`src/rtl/sdram_init_pkg.sv`:
```
// sdram_init_pkg: shared command encodings, FSM states and mode-register bit positions
package sdram_init_pkg;
  typedef enum logic [3:0] {
    CMD_LMR = 4'b0000,
    CMD_REF = 4'b0001,
    CMD_PRE = 4'b0010,
    CMD_NOP = 4'b0111,
    CMD_INH = 4'b1111
  } sdr_cmd_t;
  typedef enum logic [3:0] {
    ST_IDLE, ST_WAIT, ST_PRE, ST_TRP, ST_REF, ST_TRFC, ST_LMR, ST_TMRD, ST_DONE
  } init_state_t;
  localparam int BL_LSB  = 0;
  localparam int BT_BIT  = 3;
  localparam int CAS_LSB = 4;
  localparam int WBM_BIT = 9;
  function automatic sdr_cmd_t cmd_of(init_state_t s);
    return s == ST_PRE ? CMD_PRE : s == ST_REF ? CMD_REF : s == ST_LMR ? CMD_LMR : CMD_NOP;
  endfunction
endpackage

```
`src/rtl/sdram_init_timer.sv`:
```
// sdram_init_timer: loadable saturating down-counter with zero flag
module sdram_init_timer #(
  parameter int CNT_W = 8
) (
  input  logic             clk,
  input  logic             rst,
  input  logic             load,
  input  logic [CNT_W-1:0] value,
  output logic             zero
);
  logic [CNT_W-1:0] cnt;
  // load on command issue, otherwise count down and hold at zero
  always_ff @(posedge clk)
    if (rst) cnt <= '0;
    else if (load) cnt <= value;
    else if (cnt != '0) cnt <= cnt - CNT_W'(1);
  assign zero = cnt == '0;
endmodule

```
`src/rtl/sdram_init_seq.sv`:
```
// sdram_init_seq: SDRAM power-up sequencer (NOP wait, precharge-all, auto refreshes, load mode)
module sdram_init_seq
  import sdram_init_pkg::*;
#(
  parameter int INIT_WAIT   = 10000,
  parameter int T_RP        = 8,
  parameter int T_RFC       = 10,
  parameter int REFRESH_CNT = 16,
  parameter int T_MRD       = 18,
  parameter int ADDR_W      = 13
) (
  input  logic              sys_clk,
  input  logic              reset,
  input  logic [2:0]        cfg_sdr_cas,
  input  logic [2:0]        cfg_sdr_bl,
  input  logic              cfg_sdr_bt,
  input  logic              cfg_sdr_wbm,
  output logic              sdr_cke,
  output logic              sdr_cs_n,
  output logic              sdr_ras_n,
  output logic              sdr_cas_n,
  output logic              sdr_we_n,
  output logic [1:0]        sdr_ba,
  output logic [ADDR_W-1:0] sdr_addr,
  output logic              sdr_init_done,
  output logic              init_busy
);
  localparam int MAX_A  = INIT_WAIT > T_RP ? INIT_WAIT : T_RP;
  localparam int MAX_B  = T_RFC > T_MRD ? T_RFC : T_MRD;
  localparam int MAX_IV = MAX_A > MAX_B ? MAX_A : MAX_B;
  localparam int CNT_W  = $clog2(MAX_IV) > 0 ? $clog2(MAX_IV) : 1;
  localparam int RC_W   = $clog2(REFRESH_CNT + 1);
  init_state_t       state, nxt;
  sdr_cmd_t          cmd_q;
  logic [RC_W-1:0]   ref_cnt;
  logic [CNT_W-1:0]  load_val;
  logic [ADDR_W-1:0] mode, pre_addr;
  logic              zero, load;
  sdram_init_timer #(.CNT_W(CNT_W)) u_timer (
    .clk  (sys_clk),
    .rst  (reset),
    .load (load),
    .value(load_val),
    .zero (zero)
  );
  // next state: each command state or its wait state advances when the shared timer expires
  always_comb begin
    nxt = state;
    case (state)
      ST_IDLE:         nxt = ST_WAIT;
      ST_WAIT:         nxt = zero ? ST_PRE : ST_WAIT;
      ST_PRE, ST_TRP:  nxt = zero ? ST_REF : ST_TRP;
      ST_REF, ST_TRFC: nxt = zero ? (ref_cnt < RC_W'(REFRESH_CNT) ? ST_REF : ST_LMR) : ST_TRFC;
      ST_LMR, ST_TMRD: nxt = zero ? ST_DONE : ST_TMRD;
      default:         nxt = ST_DONE;
    endcase
  end
  // a timer load marks entry into a new phase; the loaded interval belongs to that phase
  always_comb begin
    load     = state == ST_IDLE || (zero && state != ST_DONE);
    load_val = nxt == ST_WAIT ? CNT_W'(INIT_WAIT - 1) :
               nxt == ST_PRE  ? CNT_W'(T_RP - 1) :
               nxt == ST_REF  ? CNT_W'(T_RFC - 1) : CNT_W'(T_MRD - 1);
  end
  // mode-register word from live config, and the all-banks precharge address
  always_comb begin
    mode              = '0;
    mode[BL_LSB+:3]   = cfg_sdr_bl;
    mode[BT_BIT]      = cfg_sdr_bt;
    mode[CAS_LSB+:3]  = cfg_sdr_cas;
    mode[WBM_BIT]     = cfg_sdr_wbm;
    pre_addr          = '0;
    pre_addr[10]      = 1'b1;
  end
  // state, refresh count and registered command bus
  always_ff @(posedge sys_clk)
    if (reset) begin
      state         <= ST_IDLE;
      ref_cnt       <= '0;
      cmd_q         <= CMD_INH;
      sdr_cke       <= 1'b0;
      sdr_addr      <= '0;
      sdr_init_done <= 1'b0;
      init_busy     <= 1'b0;
    end else begin
      state         <= nxt;
      ref_cnt       <= load && nxt == ST_REF ? ref_cnt + RC_W'(1) : ref_cnt;
      cmd_q         <= load ? cmd_of(nxt) : CMD_NOP;
      sdr_cke       <= 1'b1;
      sdr_addr      <= load && nxt == ST_PRE ? pre_addr : load && nxt == ST_LMR ? mode : '0;
      sdr_init_done <= nxt == ST_DONE;
      init_busy     <= nxt != ST_DONE;
    end
  assign {sdr_cs_n, sdr_ras_n, sdr_cas_n, sdr_we_n} = cmd_q;
  assign sdr_ba = 2'b00;
endmodule

```
`config.mk`:
```
export PLATFORM = sky130hd
export DESIGN_NAME = sdram_init_seq
export DESIGN_NICKNAME = d
export VERILOG_FILES = /design/src/rtl/sdram_init_pkg.sv /design/src/rtl/sdram_init_timer.sv /design/src/rtl/sdram_init_seq.sv
export SDC_FILE = /design/constraint.sdc
export NUM_CORES = 1
export LEC_CHECK = 0
export ABC_AREA = 0
export CAP_MARGIN = 30
export CORE_MARGIN = 5
export CORE_UTILIZATION = 55
export CTS_CLUSTER_DIAMETER = 40
export DETAILED_ROUTE_END_ITERATION = 12
export MAX_ROUTING_LAYER = met4
export PLACE_DENSITY = 0.88
export SETUP_SLACK_MARGIN = 0.4
export SLEW_MARGIN = 20
export SYNTH_ARGS = -nofsm -noshare
export SYNTH_HDL_FRONTEND = slang
export SYNTH_SLANG_ARGS = --single-unit
```
`constraint.sdc`:
```
create_clock -name sys_clk -period 5.05 [get_ports sys_clk]
set_input_delay 1.01 -clock sys_clk [delete_from_list [all_inputs] [get_ports sys_clk]]
set_output_delay 1.01 -clock sys_clk [all_outputs]
set_load 0.05 [all_outputs]
```
==> impl_results.html, run 1 <==
<table>
<tr><th>Metric</th><th>Value</th></tr>
<tr><th colspan="2">Worst hold path</th></tr>
<tr><td>Class of the tightest hold or removal check</td><td>reg2reg</td></tr>
<tr><td>Cell count of the worst hold path</td><td>2</td></tr>
<tr><th colspan="2">Yosys</th></tr>
<tr><td>Count of different cell masters after synthesis</td><td>45</td></tr>
<tr><td>Part of the Yosys area used for sequential elements</td><td>44.5%</td></tr>
<tr><td>Area leader, netlist</td><td>sky130_fd_sc_hd__dfxtp_1</td></tr>
<tr><td>Top cell type's share of synthesized area</td><td>44.5%</td></tr>
<tr><td>Number of cells produced by synthesis</td><td>201</td></tr>
<tr><td>Cell types occupying the most area after synthesis</td><td>sky130_fd_sc_hd__dfxtp_1 45%, sky130_fd_sc_hd__a21oi_1 4.6%, sky130_fd_sc_hd__or3_1 3.2%</td></tr>
<tr><td>Async SR Flop Fraction</td><td>0%</td></tr>
<tr><td>Seq cells post-synth</td><td>39</td></tr>
<tr><td>Synth warnings</td><td>0</td></tr>
<tr><td>Synthesized area divided by synthesized cell count</td><td>8.72 um^2</td></tr>
<tr><td>Number of enable-type register cells in the synthesized netlist</td><td>0</td></tr>
<tr><td>Top_reg_cell synth</td><td>sky130_fd_sc_hd__dfxtp_1</td></tr>
<tr><td>Cell area after synthesis</td><td>0.00175 mm^2</td></tr>
<tr><th colspan="2">Worst setup path</th></tr>
<tr><td>Crit path buf inv count</td><td>1</td></tr>
<tr><td>Arrival time of the worst setup path</td><td>1520 ps</td></tr>
<tr><td>Worst Reg-to-Reg Cells</td><td>6</td></tr>
<tr><td>Stages on the worst setup path</td><td>1</td></tr>
<tr><td>Sequence of cells on the critical path</td><td>clkdlybuf4s50_1</td></tr>
<tr><td>Worst stage delay on the critical path</td><td>820 ps</td></tr>
<tr><td>Kind of cell adding the most delay to the critical path</td><td>buffers and inverters</td></tr>
<tr><td>CP Launch Type</td><td>register</td></tr>
<tr><td>Slowest library cell on the worst path</td><td>sky130_fd_sc_hd__clkdlybuf4s50_1</td></tr>
<tr><td>Crit Path Category</td><td>reg2out</td></tr>
<tr><td>Worst Setup End Kind</td><td>primary output</td></tr>
<tr><td>Worst Path Required</td><td>4040 ps</td></tr>
<tr><td>Worst-path fanout max</td><td>1</td></tr>
<tr><td>Setup slack of the most critical reg-to-reg path</td><td>2610 ps</td></tr>
<tr><th colspan="2">Floorplanning</th></tr>
<tr><td>Initial core utilization</td><td>57.4%</td></tr>
<tr><td>Placement row count</td><td>20</td></tr>
<tr><td>X dimension of the die</td><td>66.5 um</td></tr>
<tr><td>CORE AREA</td><td>0.00305 mm^2</td></tr>
<tr><td>Number of top-level design ports</td><td>32</td></tr>
<tr><td>Die span in y</td><td>66.5 um</td></tr>
<tr><td>Die Footprint</td><td>0.00442 mm^2</td></tr>
<tr><th colspan="2">Final layout</th></tr>
<tr><td>Fillcell total</td><td>267</td></tr>
<tr><td>Nets@finish</td><td>230</td></tr>
<tr><td>Cell area after layout</td><td>0.00206 mm^2</td></tr>
<tr><td>Most frequent standard cell in the layout excluding fill and tap cells</td><td>sky130_fd_sc_hd__dfxtp_1</td></tr>
<tr><td>Final core utilization</td><td>67.6%</td></tr>
<tr><td>Fraction of layout cells with a size suffix above 1</td><td>6.85%</td></tr>
<tr><td>Growth of design area from synthesis to finish</td><td>17.8%</td></tr>
<tr><td>Layout Cells excl Fill</td><td>263</td></tr>
<tr><td>Number of diodes</td><td>0</td></tr>
<tr><td>Commonest cells after routing, fill and taps aside</td><td>39 x sky130_fd_sc_hd__dfxtp_1, 25 x sky130_fd_sc_hd__clkdlybuf4s50_1, 16 x sky130_fd_sc_hd__a21oi_1</td></tr>
<tr><th colspan="2">Placed design</th></tr>
<tr><td>Routability congestion estimate from global placement</td><td>0.880</td></tr>
<tr><td>Dpl cells</td><td>255</td></tr>
<tr><td>Instance area after placement</td><td>0.00198 mm^2</td></tr>
<tr><td>Detailed Place HPWL</td><td>2510 um</td></tr>
<tr><td>Count of port buffers added during placement</td><td>25</td></tr>
<tr><td>Pre-CTS setup slack</td><td>2240 ps</td></tr>
<tr><th colspan="2">STA</th></tr>
<tr><td>Final TNS setup</td><td>0 ps</td></tr>
<tr><td>Final Hold Fails</td><td>0</td></tr>
<tr><td>Number of failing setup endpoints in the final timing report</td><td>0</td></tr>
<tr><td>Min Clock Period, post-route</td><td>2530 ps</td></tr>
<tr><td>Pin slew with the least headroom to its limit</td><td>849 ps</td></tr>
<tr><td>Setup repair after global routing missed its margin</td><td>no</td></tr>
<tr><td>Share of the cycle needed by the critical path after routing</td><td>50.1%</td></tr>
<tr><td>Worst-case clock skew</td><td>6.50 ps</td></tr>
<tr><td>Worst slack on hold paths</td><td>512 ps</td></tr>
<tr><td>Setup WS post-layout</td><td>2520 ps</td></tr>
<tr><td>Pins Over Slew Limit</td><td>0</td></tr>
<tr><td>Max Clock Freq</td><td>396 MHz</td></tr>
<tr><td>Worst slew margin relative to its limit</td><td>43.3%</td></tr>
<tr><th colspan="2">Clock network</th></tr>
<tr><td>Post-CTS setup buffer count</td><td>0</td></tr>
<tr><td>Buffer cell driving the clock tree root</td><td>sky130_fd_sc_hd__clkbuf_4</td></tr>
<tr><td>Inserted Clock Buffers</td><td>5</td></tr>
<tr><td>Worst-skew pair later-pin latency</td><td>360 ps</td></tr>
<tr><td>CTS tree</td><td>done</td></tr>
<tr><td>Number of gates given a new drive strength after cts</td><td>0</td></tr>
<tr><td>H-tree depth</td><td>2</td></tr>
<tr><td>Worst-path clk slew</td><td>110 ps</td></tr>
<tr><td>Clk sink count</td><td>39</td></tr>
<tr><td>Hold bufs inserted after CTS</td><td>0</td></tr>
<tr><td>Maximum clock insertion buffer count</td><td>2</td></tr>
<tr><th colspan="2">Drt</th></tr>
<tr><td>Post-detailed-routing wire length</td><td>3680 um</td></tr>
<tr><td>Drt drc</td><td>0</td></tr>
<tr><td>First drt pass iteration count</td><td>4</td></tr>
<tr><td>DRT iter0 DRCs</td><td>106</td></tr>
<tr><td>Vias post-DR</td><td>1,523</td></tr>
<tr><td>Routed wire per std cell</td><td>14.0 um</td></tr>
<tr><td>Vias per cell</td><td>5.79</td></tr>
<tr><td>Antenna Violating Nets Remaining</td><td>0</td></tr>
<tr><th colspan="2">Power and ir drop</th></tr>
<tr><td>Net switching share of the total power</td><td>27.1%</td></tr>
<tr><td>P_int</td><td>0.471 mW</td></tr>
<tr><td>Final Power</td><td>0.646 mW</td></tr>
<tr><td>Leakage dissipation</td><td>0.754 nW</td></tr>
<tr><td>Part of the power in registers</td><td>51.6%</td></tr>
<tr><td>Share of power burned in the clock network</td><td>34.0%</td></tr>
<tr><td>Sw Pwr</td><td>0.175 mW</td></tr>
<tr><td>Share of total power in combinational logic</td><td>14.4%</td></tr>
<tr><td>Power per unit of standard cell area</td><td>313 mW/mm^2</td></tr>
<tr><td>Worst-case vdd ir drop</td><td>0.215 mV</td></tr>
<tr><th colspan="2">Global routing</th></tr>
<tr><td>Leftover overflow at the end of global routing</td><td>0</td></tr>
<tr><td>Maximum number of pins on one net before global-route repair</td><td>26</td></tr>
<tr><td>Vias in the first global route</td><td>1,321</td></tr>
<tr><td>Initial antenna violation count</td><td>0</td></tr>
<tr><td>Global router's overall resource usage</td><td>18.3%</td></tr>
<tr><td>Wire length of the first global-routing pass</td><td>5960 um</td></tr>
<tr><th colspan="2">Outcome</th></tr>
<tr><td>Result of the run</td><td>completed</td></tr>
<tr><th colspan="2">Job</th></tr>
<tr><td>Number of max-cap violations</td><td>0</td></tr>
</table>
worst min-delay path, cell delays in order, from the launching register on:
cell and delay [ps]:
sky130_fd_sc_hd__dfxtp_1 340, sky130_fd_sc_hd__o21ai_0 70, sky130_fd_sc_hd__a21oi_1 60
layout make-up:
class / count / area, um^2 / area share (%)
inverters: 5 / 18.8 / 0.909
flip-flops and latches: 39 / 781 / 37.8
repair buffers: 25 / 250 / 12.1
multi-input cells: 142 / 873 / 42.3
well taps: 44 / 55.1 / 2.67
clock buffers: 6 / 51.3 / 2.48
clock inverters: 2 / 35.0 / 1.70
power groups by stage:
stage | clock [mW] | sequential, mW | combinational (mW)
detailed placement | 0 | 0.340 | 0.0921
finish | 0.220 | 0.333 | 0.0932
CTS | 0.220 | 0.333 | 0.0925
floorplan | 0 | 0.339 | 0.0743
global placement | 0 | 0.339 | 0.0911
global route | 0.233 | 0.336 | 0.102
state kept, by name, summed over array words and instances, names as in the netlist:
name	cells
sdr_cke	1
state	4
ref_cnt	5
u_timer.cnt	14
cmd_q	4
init_busy	1
sdr_addr	9
sdr_init_done	1
path summary, 6_finish.rpt:
check	start	end
worst min-delay path	ref_cnt[1]	ref_cnt[1]
worst max-delay path	sdr_addr[6]	sdr_addr[6]
worst max register to register	u_timer.cnt[0]	u_timer.cnt[1]
worst min register to register	ref_cnt[1]	ref_cnt[1]
synth_stat cells, types with 3 or more instances:
master and count:
sky130_fd_sc_hd__clkbuf_1 13, sky130_fd_sc_hd__nor4_1 8, sky130_fd_sc_hd__nand2b_1 3, sky130_fd_sc_hd__o31ai_1 3, sky130_fd_sc_hd__dfxtp_1 39, sky130_fd_sc_hd__or4_1 7
sky130_fd_sc_hd__buf_4 6, sky130_fd_sc_hd__o21ai_0 5, sky130_fd_sc_hd__or3_1 9, sky130_fd_sc_hd__nand3_1 5, sky130_fd_sc_hd__and2_1 8, sky130_fd_sc_hd__nor2_1 13
sky130_fd_sc_hd__a21oi_1 16, sky130_fd_sc_hd__nand2_1 7, sky130_fd_sc_hd__and3_1 3, sky130_fd_sc_hd__a211o_1 3, sky130_fd_sc_hd__nor3_1 9, sky130_fd_sc_hd__inv_1 5
sky130_fd_sc_hd__a31oi_1 3, sky130_fd_sc_hd__or2_2 3
kinds of logic after synthesis:
group | after synthesis | share of synthesized area, %
simple gates | 88 | 29.2
compound gates | 42 | 15.6
flops | 39 | 44.5
buf+inv | 25 | 6.71
mux | 3 | 1.86
fa+ha+maj | 2 | 1.43
other cells | 1 | 0.214
xor+xnor | 1 | 0.500
routing by layer:
metal,share of wire [%],global-route usage (%),vias up
met2,47,27.9,39
li1,-,-,767
met3,4.6,3.04,7
met4,2.1,9.14,0
met5,0,-,-
met1,46,23.4,710
No activity file was read; power rests on OpenSTA's default activity.
==> run 2: changes to the inputs <==
- CORE_UTILIZATION: 55 -> 46
- PLACE_DENSITY: 0.88 -> 0.79
- clock period: 5.05 -> 2.3 ns (I/O delays scaled with it)
==> run 2 against run 1 <==
Combinational power grew to 2.9 times the previous value. Final area increased by 11%. Critical path depth rose by 3. Worst hold slack gained 1.3 ps. Critical path type is now reg2reg. Clock power up 98%. Die area grew 17%. Sequential power increased by 120%. Worst setup slack lost 2100 ps. Sequential share of layout area decreased by 3.4 points. Non-clock buffer count grew 13. Total power is 120% higher. Global-route usage shrank 2.5 points. Largest power group unchanged.
==> impl_results.html, run 2 (same netlist as run 1, synthesis figures left out) <==
<table>
<tr><th>Metric</th><th>Value</th></tr>
<tr><th colspan="2">Outcome</th></tr>
<tr><td>Result of the run</td><td>completed (unchanged)</td></tr>
<tr><th colspan="2">Drt</th></tr>
<tr><td>Vias post-DR</td><td>1,579 (was 1,523)</td></tr>
<tr><td>Wire length on met3</td><td>254 um (was 171 um)</td></tr>
<tr><td>Drt drc</td><td>0 (unchanged)</td></tr>
<tr><td>Top Layer Used</td><td>met4 (unchanged)</td></tr>
<tr><td>Met2 Routed Length</td><td>1880 um (was 1740 um)</td></tr>
<tr><td>Total routed wire length on the met1 layer</td><td>1820 um (was 1690 um)</td></tr>
<tr><td>Antenna Violating Nets Remaining</td><td>0 (unchanged)</td></tr>
<tr><td>DRT iter0 DRCs</td><td>104 (was 106)</td></tr>
<tr><td>First drt pass iteration count</td><td>4 (unchanged)</td></tr>
<tr><td>Vias per cell</td><td>5.64 (was 5.79)</td></tr>
<tr><td>Post-detailed-routing wire length</td><td>4000 um (was 3680 um)</td></tr>
<tr><td>Routed wire per std cell</td><td>14.3 um (was 14.0 um)</td></tr>
<tr><th colspan="2">STA</th></tr>
<tr><td>Min Clock Period, post-route</td><td>1920 ps</td></tr>
<tr><td>Max Clock Freq</td><td>521 MHz</td></tr>
<tr><td>Number of failing setup endpoints in the final timing report</td><td>0 (unchanged)</td></tr>
<tr><td>Setup WS post-layout</td><td>380 ps (was 2520 ps)</td></tr>
<tr><td>Final TNS setup</td><td>0 ps (unchanged)</td></tr>
<tr><td>Share of the cycle needed by the critical path after routing</td><td>83.5%</td></tr>
<tr><td>Worst-case clock skew</td><td>9.48 ps (was 6.50 ps)</td></tr>
<tr><td>Pin slew with the least headroom to its limit</td><td>632 ps (was 849 ps)</td></tr>
<tr><td>Worst slew margin relative to its limit</td><td>57.5% (was 43.3%)</td></tr>
<tr><td>Final Hold Fails</td><td>0 (unchanged)</td></tr>
<tr><td>Setup repair after global routing missed its margin</td><td>yes (was no)</td></tr>
<tr><td>Pins Over Slew Limit</td><td>0 (unchanged)</td></tr>
<tr><th colspan="2">Floorplanning</th></tr>
<tr><td>CORE AREA</td><td>0.00369 mm^2 (was 0.00305 mm^2)</td></tr>
<tr><td>Die span in y</td><td>71.7 um (was 66.5 um)</td></tr>
<tr><td>Die Footprint</td><td>0.00515 mm^2 (was 0.00442 mm^2)</td></tr>
<tr><td>Initial core utilization</td><td>47.5% (was 57.4%)</td></tr>
<tr><td>Placement row count</td><td>22 (was 20)</td></tr>
<tr><td>Number of top-level design ports</td><td>32 (unchanged)</td></tr>
<tr><td>X dimension of the die</td><td>71.7 um (was 66.5 um)</td></tr>
<tr><th colspan="2">Job</th></tr>
<tr><td>Number of max-cap violations</td><td>0 (unchanged)</td></tr>
<tr><th colspan="2">Final layout</th></tr>
<tr><td>Largest Register</td><td>u_timer.cnt (unchanged)</td></tr>
<tr><td>Growth of design area from synthesis to finish</td><td>31.0% (was 17.8%)</td></tr>
<tr><td>Register Area</td><td>790 um^2 (was 781 um^2)</td></tr>
<tr><td>Commonest cells after routing, fill and taps aside</td><td>34 x sky130_fd_sc_hd__dfxtp_1, 14 x sky130_fd_sc_hd__clkdlybuf4s50_1, 13 x sky130_fd_sc_hd__nor2_1, 13 x sky130_fd_sc_hd__a21oi_1, 13 x sky130_fd_sc_hd__buf_4 (was 39 x sky130_fd_sc_hd__dfxtp_1, 25 x sky130_fd_sc_hd__clkdlybuf4s50_1, 16 x sky130_fd_sc_hd__a21oi_1)</td></tr>
<tr><td>Fraction of layout cells with a size suffix above 1</td><td>21.6% (was 6.85%)</td></tr>
<tr><td>Fillcell total</td><td>309 (was 267)</td></tr>
<tr><td>Most frequent standard cell in the layout excluding fill and tap cells</td><td>sky130_fd_sc_hd__dfxtp_1 (unchanged)</td></tr>
<tr><td>Largest register FFs</td><td>14 (unchanged)</td></tr>
<tr><td>Number of diodes</td><td>0 (unchanged)</td></tr>
<tr><td>Nets@finish</td><td>243 (was 230)</td></tr>
<tr><td>Total area of multi-input combinational cells</td><td>975 um^2 (was 873 um^2)</td></tr>
<tr><td>Largest registers</td><td>u_timer.cnt x14, sdr_addr x9, ref_cnt x5 (unchanged)</td></tr>
<tr><th colspan="2">Power and ir drop</th></tr>
<tr><td>Share of total power in combinational logic</td><td>18.7% (was 14.4%)</td></tr>
<tr><td>Part of the power in registers</td><td>51.0% (was 51.6%)</td></tr>
<tr><td>Sw Pwr</td><td>0.406 mW (was 0.175 mW)</td></tr>
<tr><td>Leakage dissipation</td><td>0.967 nW (was 0.754 nW)</td></tr>
<tr><td>Share of power burned in the clock network</td><td>30.3% (was 34.0%)</td></tr>
<tr><td>P_int</td><td>1.03 mW (was 0.471 mW)</td></tr>
<tr><td>Worst-case vdd ir drop</td><td>0.395 mV (was 0.215 mV)</td></tr>
<tr><td>Final Power</td><td>1.44 mW (was 0.646 mW)</td></tr>
<tr><td>Power per unit of standard cell area</td><td>626 mW/mm^2 (was 313 mW/mm^2)</td></tr>
<tr><td>Net switching share of the total power</td><td>28.3% (was 27.1%)</td></tr>
<tr><th colspan="2">Global routing</th></tr>
<tr><td>Wire length of the first global-routing pass</td><td>6130 um (was 5960 um)</td></tr>
<tr><td>Vias in the first global route</td><td>1,319 (was 1,321)</td></tr>
<tr><td>Maximum number of pins on one net before global-route repair</td><td>13 (was 26)</td></tr>
<tr><td>Initial antenna violation count</td><td>0 (unchanged)</td></tr>
<tr><td>Leftover overflow at the end of global routing</td><td>0 (unchanged)</td></tr>
<tr><td>Global router's overall resource usage</td><td>15.8% (was 18.3%)</td></tr>
<tr><th colspan="2">Clock network</th></tr>
<tr><td>Worst-path clk slew</td><td>70 ps (was 110 ps)</td></tr>
<tr><td>Clk sink count</td><td>39 (unchanged)</td></tr>
<tr><td>Worst-skew pair later-pin latency</td><td>290 ps (was 360 ps)</td></tr>
<tr><td>Inserted Clock Buffers</td><td>5 (unchanged)</td></tr>
<tr><td>H-tree depth</td><td>2 (unchanged)</td></tr>
<tr><td>Maximum clock insertion buffer count</td><td>2 (unchanged)</td></tr>
<tr><td>CTS tree</td><td>done (unchanged)</td></tr>
<tr><td>Buffer cell driving the clock tree root</td><td>sky130_fd_sc_hd__clkbuf_8 (was sky130_fd_sc_hd__clkbuf_4)</td></tr>
<tr><th colspan="2">Worst setup path</th></tr>
<tr><td>Worst-path fanout max</td><td>4 (was 1)</td></tr>
<tr><td>Worst Path Required</td><td>2530 ps (was 4040 ps)</td></tr>
<tr><td>Arrival time of the worst setup path</td><td>2150 ps (was 1520 ps)</td></tr>
<tr><td>Crit Path Category</td><td>reg2reg (was reg2out)</td></tr>
<tr><td>Worst Setup End Kind</td><td>register (was primary output)</td></tr>
<tr><td>CP Launch Type</td><td>register (unchanged)</td></tr>
<tr><th colspan="2">Placed design</th></tr>
<tr><td>Count of port buffers added during placement</td><td>25 (unchanged)</td></tr>
<tr><td>Pre-CTS setup slack</td><td>236 ps (was 2240 ps)</td></tr>
<tr><td>Detailed Place HPWL</td><td>2700 um (was 2510 um)</td></tr>
<tr><td>Routability congestion estimate from global placement</td><td>0.864 (was 0.880)</td></tr>
<tr><th colspan="2">Worst hold path</th></tr>
<tr><td>Class of the tightest hold or removal check</td><td>reg2reg (unchanged)</td></tr>
</table>
-- run 2: layout make-up --
type | instances | share of cell area (%)
flip-flops and latches | 39 | 34.4
clock inverters | 1 | 0.218
well taps | 48 | 2.62
repair buffers | 38 | 16.2
multi-input cells | 142 | 42.5
clock buffers | 7 | 3.32
inverters | 5 | 0.817
-- run 2: worst max-delay path, cell delays in order (launching register included) --
cell	delay (ps)
sky130_fd_sc_hd__dfxtp_1	330
sky130_fd_sc_hd__or4_4	540
sky130_fd_sc_hd__or3_4	390
sky130_fd_sc_hd__or4_4	480
sky130_fd_sc_hd__a21oi_2	120
-- run 2: path summary, 6_finish.rpt --
| kind | end | slack, ps | cells after the start | from |
|---|---|---|---|---|
| worst max-delay path | u_timer.cnt[11] | 380 | 4 | u_timer.cnt[7] |
| worst min-delay path | u_timer.cnt[7] | 510 | 2 | u_timer.cnt[7] |
| worst max register to register | u_timer.cnt[11] | 380 | 4 | u_timer.cnt[7] |
| worst min register to register | u_timer.cnt[7] | 510 | 2 | u_timer.cnt[7] |
-- run 2: repair_timing --
action	4_1_cts	5_1_grt
setup buffers	1	1
resized for setup	8	31
setup endpoints to repair	15	34
hold buffers	0	0
pin swaps	1	3
endpoints found under the hold margin	0	0
-- run 2: metrics by stage --
| step | cells | area (um^2) | hold WS [ps] | utilization (%) |
|---|---|---|---|---|
| 3_3_place_gp | 270 | 2080 | 475 | 56.3 |
| 4_1_cts | 279 | 2190 | 505 | 59.4 |
| 5_1_grt | 280 | 2300 | 523 | 62.2 |
| 6_report | 280 | 2300 | 513 | 62.2 |
| 3_5_place_dp | 270 | 2080 | 486 | 56.3 |
| 2_1_floorplan | 206 | 1800 | 459 | - |
-- run 2: per-layer routing --
metal,GRT usage [%],vias to the layer above
met3,5.19,7
met4,6.68,0
met1,19.6,734
li1,-,784
met2,23.4,54
met5,-,-
-- run 2: power groups by stage --
stage | sequential [mW] | clock [mW] | combinational, mW
after global placement | 0.741 | 0 | 0.228
after CTS | 0.727 | 0.452 | 0.245
after floorplan | 0.745 | 0 | 0.173
after global routing | 0.736 | 0.485 | 0.289
final | 0.733 | 0.435 | 0.268
after detailed placement | 0.742 | 0 | 0.230
